**src/rtl/seg7_scan_rx.sv**
```systemverilog
// seg7_scan_rx: recovers the hex frame shown on a multiplexed 8-digit
// active-low seven-segment display by watching its anode and segment lines.
module seg7_scan_rx #(
  parameter int unsigned STABLE_CYC = 4
) (
  input  logic        clk,
  input  logic        rst,
  input  logic [7:0]  an,
  input  logic [7:0]  seg_n,
  output logic [31:0] value,
  output logic [7:0]  point,
  output logic [7:0]  blank,
  output logic [7:0]  err,
  output logic        frame_valid,
  output logic        frame_pulse
);

  localparam int unsigned NDIG  = 8;
  localparam int unsigned CNT_W = 8;
  localparam int unsigned IDX_W = 3;
  localparam int unsigned SMP_W = 16;

  typedef enum logic [1:0] {HUNT, SETTLE, HOLD} state_e;

  state_e             state_q, state_d;
  logic [CNT_W-1:0]   cnt_q, cnt_d;
  logic [SMP_W-1:0]   samp_q, samp_d;
  logic [NDIG-1:0]    seen_q, seen_d;
  logic [4*NDIG-1:0]  sh_val_q, sh_val_d;
  logic [NDIG-1:0]    sh_pt_q, sh_pt_d;
  logic [NDIG-1:0]    sh_bl_q, sh_bl_d;
  logic [NDIG-1:0]    sh_er_q, sh_er_d;
  logic [4*NDIG-1:0]  value_q, value_d;
  logic [NDIG-1:0]    point_q, point_d;
  logic [NDIG-1:0]    blank_q, blank_d;
  logic [NDIG-1:0]    err_q, err_d;
  logic               valid_q, valid_d;
  logic               pulse_q, pulse_d;

  logic [NDIG-1:0]    an_low_c;
  logic               an_valid_c;
  logic [IDX_W-1:0]   idx_c;
  logic [SMP_W-1:0]   sample_c;
  logic [3:0]         nib_c;
  logic               is_blank_c;
  logic               is_err_c;
  logic [CNT_W-1:0]   cnt_inc_c;
  logic               capture_c;

  // Anode qualification (exactly one digit low) and digit index encode
  always_comb begin
    an_low_c   = ~an;
    an_valid_c = (an_low_c != '0) && ((an_low_c & (an_low_c - 8'd1)) == '0);
    idx_c      = '0;
    for (int i = 0; i < NDIG; i++) begin
      if (an_low_c[i]) idx_c = IDX_W'(i);
    end
    sample_c   = {an, seg_n};
  end

  // Segment pattern (g..a, active low) to hex nibble, blank or error
  always_comb begin
    nib_c      = 4'h0;
    is_blank_c = 1'b0;
    is_err_c   = 1'b0;
    case (seg_n[6:0])
      7'h40: nib_c = 4'h0;
      7'h79: nib_c = 4'h1;
      7'h24: nib_c = 4'h2;
      7'h30: nib_c = 4'h3;
      7'h19: nib_c = 4'h4;
      7'h12: nib_c = 4'h5;
      7'h02: nib_c = 4'h6;
      7'h78: nib_c = 4'h7;
      7'h00: nib_c = 4'h8;
      7'h10: nib_c = 4'h9;
      7'h08: nib_c = 4'hA;
      7'h03: nib_c = 4'hB;
      7'h46: nib_c = 4'hC;
      7'h21: nib_c = 4'hD;
      7'h06: nib_c = 4'hE;
      7'h0E: nib_c = 4'hF;
      7'h7F: is_blank_c = 1'b1;
      default: is_err_c = 1'b1;
    endcase
  end

  // Digit acquisition FSM: wait for a digit, require a stable sample, then hold
  always_comb begin
    state_d   = state_q;
    cnt_d     = cnt_q;
    samp_d    = samp_q;
    capture_c = 1'b0;
    cnt_inc_c = (cnt_q == {CNT_W{1'b1}}) ? cnt_q : cnt_q + CNT_W'(1);
    case (state_q)
      HUNT: begin
        if (an_valid_c) begin
          samp_d = sample_c;
          cnt_d  = CNT_W'(1);
          if (STABLE_CYC <= 1) begin
            capture_c = 1'b1;
            state_d   = HOLD;
          end else begin
            state_d   = SETTLE;
          end
        end
      end
      SETTLE: begin
        if (!an_valid_c) begin
          state_d = HUNT;
          cnt_d   = '0;
        end else if (sample_c == samp_q) begin
          cnt_d = cnt_inc_c;
          if (cnt_inc_c >= CNT_W'(STABLE_CYC)) begin
            capture_c = 1'b1;
            state_d   = HOLD;
          end
        end else begin
          samp_d = sample_c;
          cnt_d  = CNT_W'(1);
        end
      end
      HOLD: begin
        if (!an_valid_c) begin
          state_d = HUNT;
          cnt_d   = '0;
        end else if (sample_c != samp_q) begin
          samp_d = sample_c;
          cnt_d  = CNT_W'(1);
          if (STABLE_CYC <= 1) begin
            capture_c = 1'b1;
          end else begin
            state_d = SETTLE;
          end
        end
      end
      default: begin
        state_d = HUNT;
        cnt_d   = '0;
      end
    endcase
  end

  // Shadow capture and whole-frame publication once every digit has been seen
  always_comb begin
    seen_d   = seen_q;
    sh_val_d = sh_val_q;
    sh_pt_d  = sh_pt_q;
    sh_bl_d  = sh_bl_q;
    sh_er_d  = sh_er_q;
    value_d  = value_q;
    point_d  = point_q;
    blank_d  = blank_q;
    err_d    = err_q;
    valid_d  = valid_q;
    pulse_d  = 1'b0;
    if (capture_c) begin
      sh_val_d[{idx_c, 2'b00} +: 4] = nib_c;
      sh_pt_d[idx_c]                = ~seg_n[7];
      sh_bl_d[idx_c]                = is_blank_c;
      sh_er_d[idx_c]                = is_err_c;
      seen_d[idx_c]                 = 1'b1;
      if (seen_d == {NDIG{1'b1}}) begin
        value_d = sh_val_d;
        point_d = sh_pt_d;
        blank_d = sh_bl_d;
        err_d   = sh_er_d;
        valid_d = 1'b1;
        pulse_d = 1'b1;
        seen_d  = '0;
      end
    end
  end

  // State and datapath registers with synchronous reset
  always_ff @(posedge clk) begin
    if (rst) begin
      state_q  <= HUNT;
      cnt_q    <= '0;
      samp_q   <= '0;
      seen_q   <= '0;
      sh_val_q <= '0;
      sh_pt_q  <= '0;
      sh_bl_q  <= '0;
      sh_er_q  <= '0;
      value_q  <= '0;
      point_q  <= '0;
      blank_q  <= '0;
      err_q    <= '0;
      valid_q  <= 1'b0;
      pulse_q  <= 1'b0;
    end else begin
      state_q  <= state_d;
      cnt_q    <= cnt_d;
      samp_q   <= samp_d;
      seen_q   <= seen_d;
      sh_val_q <= sh_val_d;
      sh_pt_q  <= sh_pt_d;
      sh_bl_q  <= sh_bl_d;
      sh_er_q  <= sh_er_d;
      value_q  <= value_d;
      point_q  <= point_d;
      blank_q  <= blank_d;
      err_q    <= err_d;
      valid_q  <= valid_d;
      pulse_q  <= pulse_d;
    end
  end

  assign value       = value_q;
  assign point       = point_q;
  assign blank       = blank_q;
  assign err         = err_q;
  assign frame_valid = valid_q;
  assign frame_pulse = pulse_q;

endmodule
```
**config.mk**
```make
export PLATFORM = sky130hd
export DESIGN_NAME = seg7_scan_rx
export DESIGN_NICKNAME = d
export VERILOG_FILES = /design/src/rtl/seg7_scan_rx.sv
export SDC_FILE = /design/constraint.sdc
export NUM_CORES = 1
export LEC_CHECK = 0
export CORE_UTILIZATION = 40
export CTS_BUF_LIST = sky130_fd_sc_hd__clkbuf_4
export DETAILED_ROUTE_END_ITERATION = 10
export GPL_ROUTABILITY_DRIVEN = 0
export SLEW_MARGIN = 20
export SYNTH_ARGS = -nofsm -noshare
export SYNTH_HDL_FRONTEND = slang
export SYNTH_SLANG_ARGS = --single-unit
```
**constraint.sdc**
```tcl
create_clock -name clk -period 4.6 [get_ports clk]
set_input_delay 1.38 -clock clk [delete_from_list [all_inputs] [get_ports clk]]
set_output_delay 1.38 -clock clk [all_outputs]
set_load 0.01 [all_outputs]
```
==> flow_metrics.py <==
metrics = {
    "status": {
        "status": "finished, final reports clean",
    },
    "power_and_ir_drop": {
        "clkPwrFrac_pct": 33.2,
        "intPower_mw": 1.57,
        "finalPower_mw": 2.22,
        "combPwrFrac_pct": 9.0,
        "power_frac_seq_pct": 57.8,
        "power_density_nw_per_um2": 243,
        "switchingPower_uw": 659,
        "p_leak_nw": 3.01,
        "p_sw_share_pct": 29.6,
        "peakVddDrop_v": 0.000141,
    },
    "flow_run": {
        "max_cap_violations": 0,
    },
    "die": {
        "die_w_um": 142,
        "ios": 76,
        "die_area_sq_um": 20200,
        "die_h_um": 142,
        "rows": 50,
        "coreArea_sq_um": 19000,
        "initial_core_util_pct": 41.3,
    },
    "cells_and_area": {
        "seq_area_sq_um": 2960,
        "areaGrowthSynthToFinish_pct": 16.8,
        "drive_gt1_share_pct": 10.6,
        "nFillCells": 1904,
        "multi_input_area_sq_um": 4380,
        "num-nets-final": 1010,
    },
    "clock_network": {
        "clk_pin_slew_ps": 130,
        "cts_resized": 0,
        "cts_buffers": 17,
        "ctsHoldBuffers": 0,
        "clockBufferDepth": 2,
        "cts_tree": "built",
        "ctsRootBufferMaster": "clkbuf_4",
        "insertion_delay_ps": 580,
        "clock-sinks": 148,
        "cts-htree-levels": 4,
        "post-cts-setup-buffer-count": 0,
    },
    "worst_setup_path": {
        "crit_path_top_delay_cell": "clkdlybuf4s50_1",
        "rr_endpoint": "err[1]",
        "crit_end": "sh_val_q[1]",
        "critPathArrivalTime_ps": 4330,
        "reg2reg_from": "cnt_q[2]",
        "reg2regPathDepth": 7,
        "cp_top_family": "buffers and inverters",
        "start_kind": "input pin",
        "worstSetupPathType": "in2reg",
        "startpoint": "an[4]",
        "required_ps": 5080,
        "slowest_delay_ps": 710,
        "rrSetupSlack_ps": 1490,
        "path_buf_inv": 3,
        "path_depth": 9,
        "path_max_fanout": 79,
        "path_cells": "clkdlybuf4s50_1, buf_4, nand3_1, o32a_1, a22o_1, nor2_4, buf_12, a31oi_1, a311oi_1",
        "end_kind": "flip-flop",
    },
    "global_route": {
        "grt_use_met2_pct": 39.6,
        "use_met3_pct": 3.94,
        "grt_first_pass_wirelength_um": 39200,
        "grt_max_degree": 80,
        "grt-busiest-layer": "met2",
        "grtUsageMet1_pct": 34.4,
        "grt_antenna_before_repair": 1,
        "grt_use_total_pct": 24.8,
        "grt_pass1_vias": 7096,
        "grt-ovfl-total": 0,
    },
    "timing": {
        "min_period_ps": 3850,
        "maxSlewHeadroom_pct": 28.9,
        "rsz0062_at_grt": "no",
        "final-setup-viol-count": 0,
        "worst_pin_slew_ps": 1050,
        "fin_crit_sh_pct": 83.6,
        "maxSlewViolCount": 0,
        "clock.fmax_mhz": 260,
        "timing.final.hold_violations": 0,
        "clock_skew_ps": 25.7,
        "postLayoutSetupSlackWorst_ps": 753,
        "tns_ps": 0,
    },
    "route": {
        "antenna_left": 0,
        "wl_per_cell_um": 19.4,
        "drc": 0,
        "first_pass_iters": 5,
        "via_per_inst": 6.01,
        "drt_first_iter_violations": 779,
        "via_count": 7564,
        "drt_wl_total_um": 24500,
    },
    "synth": {
        "synth_nets": 958,
        "synth.avg_cell_area_sq_um": 8.40,
        "ys_ff_latch": 148,
        "ys.flop_type": "dfxtp_1",
        "synth_edf_count": 0,
        "yosys_warnings": 0,
        "synth_common_cells": "148 x dfxtp_1, 80 x nand2_1, 72 x a21oi_1",
        "synth_top_area_cell": "dfxtp_1",
        "synthTopCellsByArea": "dfxtp_1 38%, a31oi_1 4.9%, a21oi_1 4.6%, a211oi_1 4.4%, mux2i_1 4.0%",
        "ys_types": 74,
        "post-synth-top-count-cell": "dfxtp_1",
        "synth.top_cell.area_share_pct": 37.8,
        "syn_inst": 933,
        "syn_area_sq_um": 7840,
        "ys_seq_area_share_pct": 37.8,
        "synth-async-reset-ratio_pct": 0,
    },
    "place": {
        "dp_slack_ps": 223,
        "dpl.hpwl_um": 16600,
        "place.port_buffers": 75,
    },
    "worst_hold_path": {
        "hold_class": "reg2reg",
    },
}
## power by group through the flow
stage	Sequential [mW]	Clock [mW]	Combinational, mW
floorplan	1.31	0	0.122
global placement	1.31	0	0.195
detailed placement	1.31	0	0.195
CTS	1.29	0.755	0.196
global route	1.29	0.814	0.217
finish	1.29	0.738	0.200
## sequential cells by signal, indices dropped and copies added, names as in the netlist
name,count
frame_valid,1
samp_q,16
blank,8
frame_pulse,1
sh_bl_q,8
sh_val_q,32
sh_er_q,8
cnt_q,8
err,8
seen_q,8
sh_pt_q,8
value,32
state_q,2
point,8
## worst min path at each step
stage	endpoint	slack [ps]	startpoint	cells past startpoint
2_1_floorplan	sh_er_q[7]	430	sh_er_q[7]	2
3_3_place_gp	value[18]	440	value[18]	2
3_5_place_dp	sh_er_q[7]	450	sh_er_q[7]	2
4_1_cts	sh_er_q[0]	470	sh_er_q[0]	2
5_1_grt	value[2]	490	value[2]	2
6_report	value[29]	470	value[29]	2
## routing by layer
layer	vias up	wire length [um]
li1	3675	-
met1	3676	11500
met2	188	11500
met3	25	1090
met4	0	403
met5	-	0
## layout by cell type, fill, tap and decap left out, types with 4 or more instances in the layout
master           instances
dfxtp_1                148
nand2_1                 80
clkdlybuf4s50_1         74
a21oi_1                 72
a31oi_1                 62
buf_4                   52
o21ai_0                 46
a211oi_1                46
nand3_1                 38
mux2i_1                 31
nor3_1                  30
nor2_1                  26
a311oi_1                23
nor4_1                  18
xor2_1                  17
clkbuf_4                17
o31ai_1                 16
inv_1                   14
nand4_1                 14
nand3b_1                13
and2_1                  11
a22oi_1                 11
and3_1                   9
nor2b_1                  7
ha_1                     7
nand2b_1                 6
o311ai_0                 6
o211ai_1                 6
or3_1                    5
clkinv_4                 5
and4_1                   4
a211o_1                  4
a221oi_1                 4
o41ai_1                  4
## area by class of cell
class | instances | area share, %
multi-input cells | 675 | 47.9
flip-flops and latches | 148 | 32.4
repair buffers | 129 | 13.0
well taps | 260 | 3.55
clock buffers | 17 | 1.39
clock inverters | 15 | 1.19
inverters | 14 | 0.574
diodes | 1 | 0.0273
## per-stage QoR
step / std cells / util (%) / instance area, sq um / hold WS, ps
2_1_floorplan: 933 / - / 7840 / 435
3_3_place_gp: 1226 / 46.9 / 8890 / 444
3_5_place_dp: 1226 / 47.0 / 8900 / 451
4_1_cts: 1258 / 48.2 / 9140 / 471
5_1_grt: 1259 / 48.3 / 9150 / 492
6_report: 1259 / 48.3 / 9150 / 468
## logic make-up after synthesis
| family | Yosys count | synth area share (%) |
|---|---|---|
| flip-flops | 148 | 37.8 |
| adder cells (fa/ha/maj) | 8 | 1.25 |
| XOR/XNOR | 18 | 2.01 |
| AO/OA/AOI/OAI | 335 | 29.0 |
| AND/OR/NAND/NOR | 282 | 19.0 |
| multiplexers | 32 | 4.10 |
| buffers and inverters | 110 | 6.77 |
## tightest hold or removal path, cell delays in order, from the launching register on
cell and delay, ps:
dfxtp_1 330, nand2_1 50, mux2i_1 50
No activity file was read; power rests on OpenSTA's default activity.
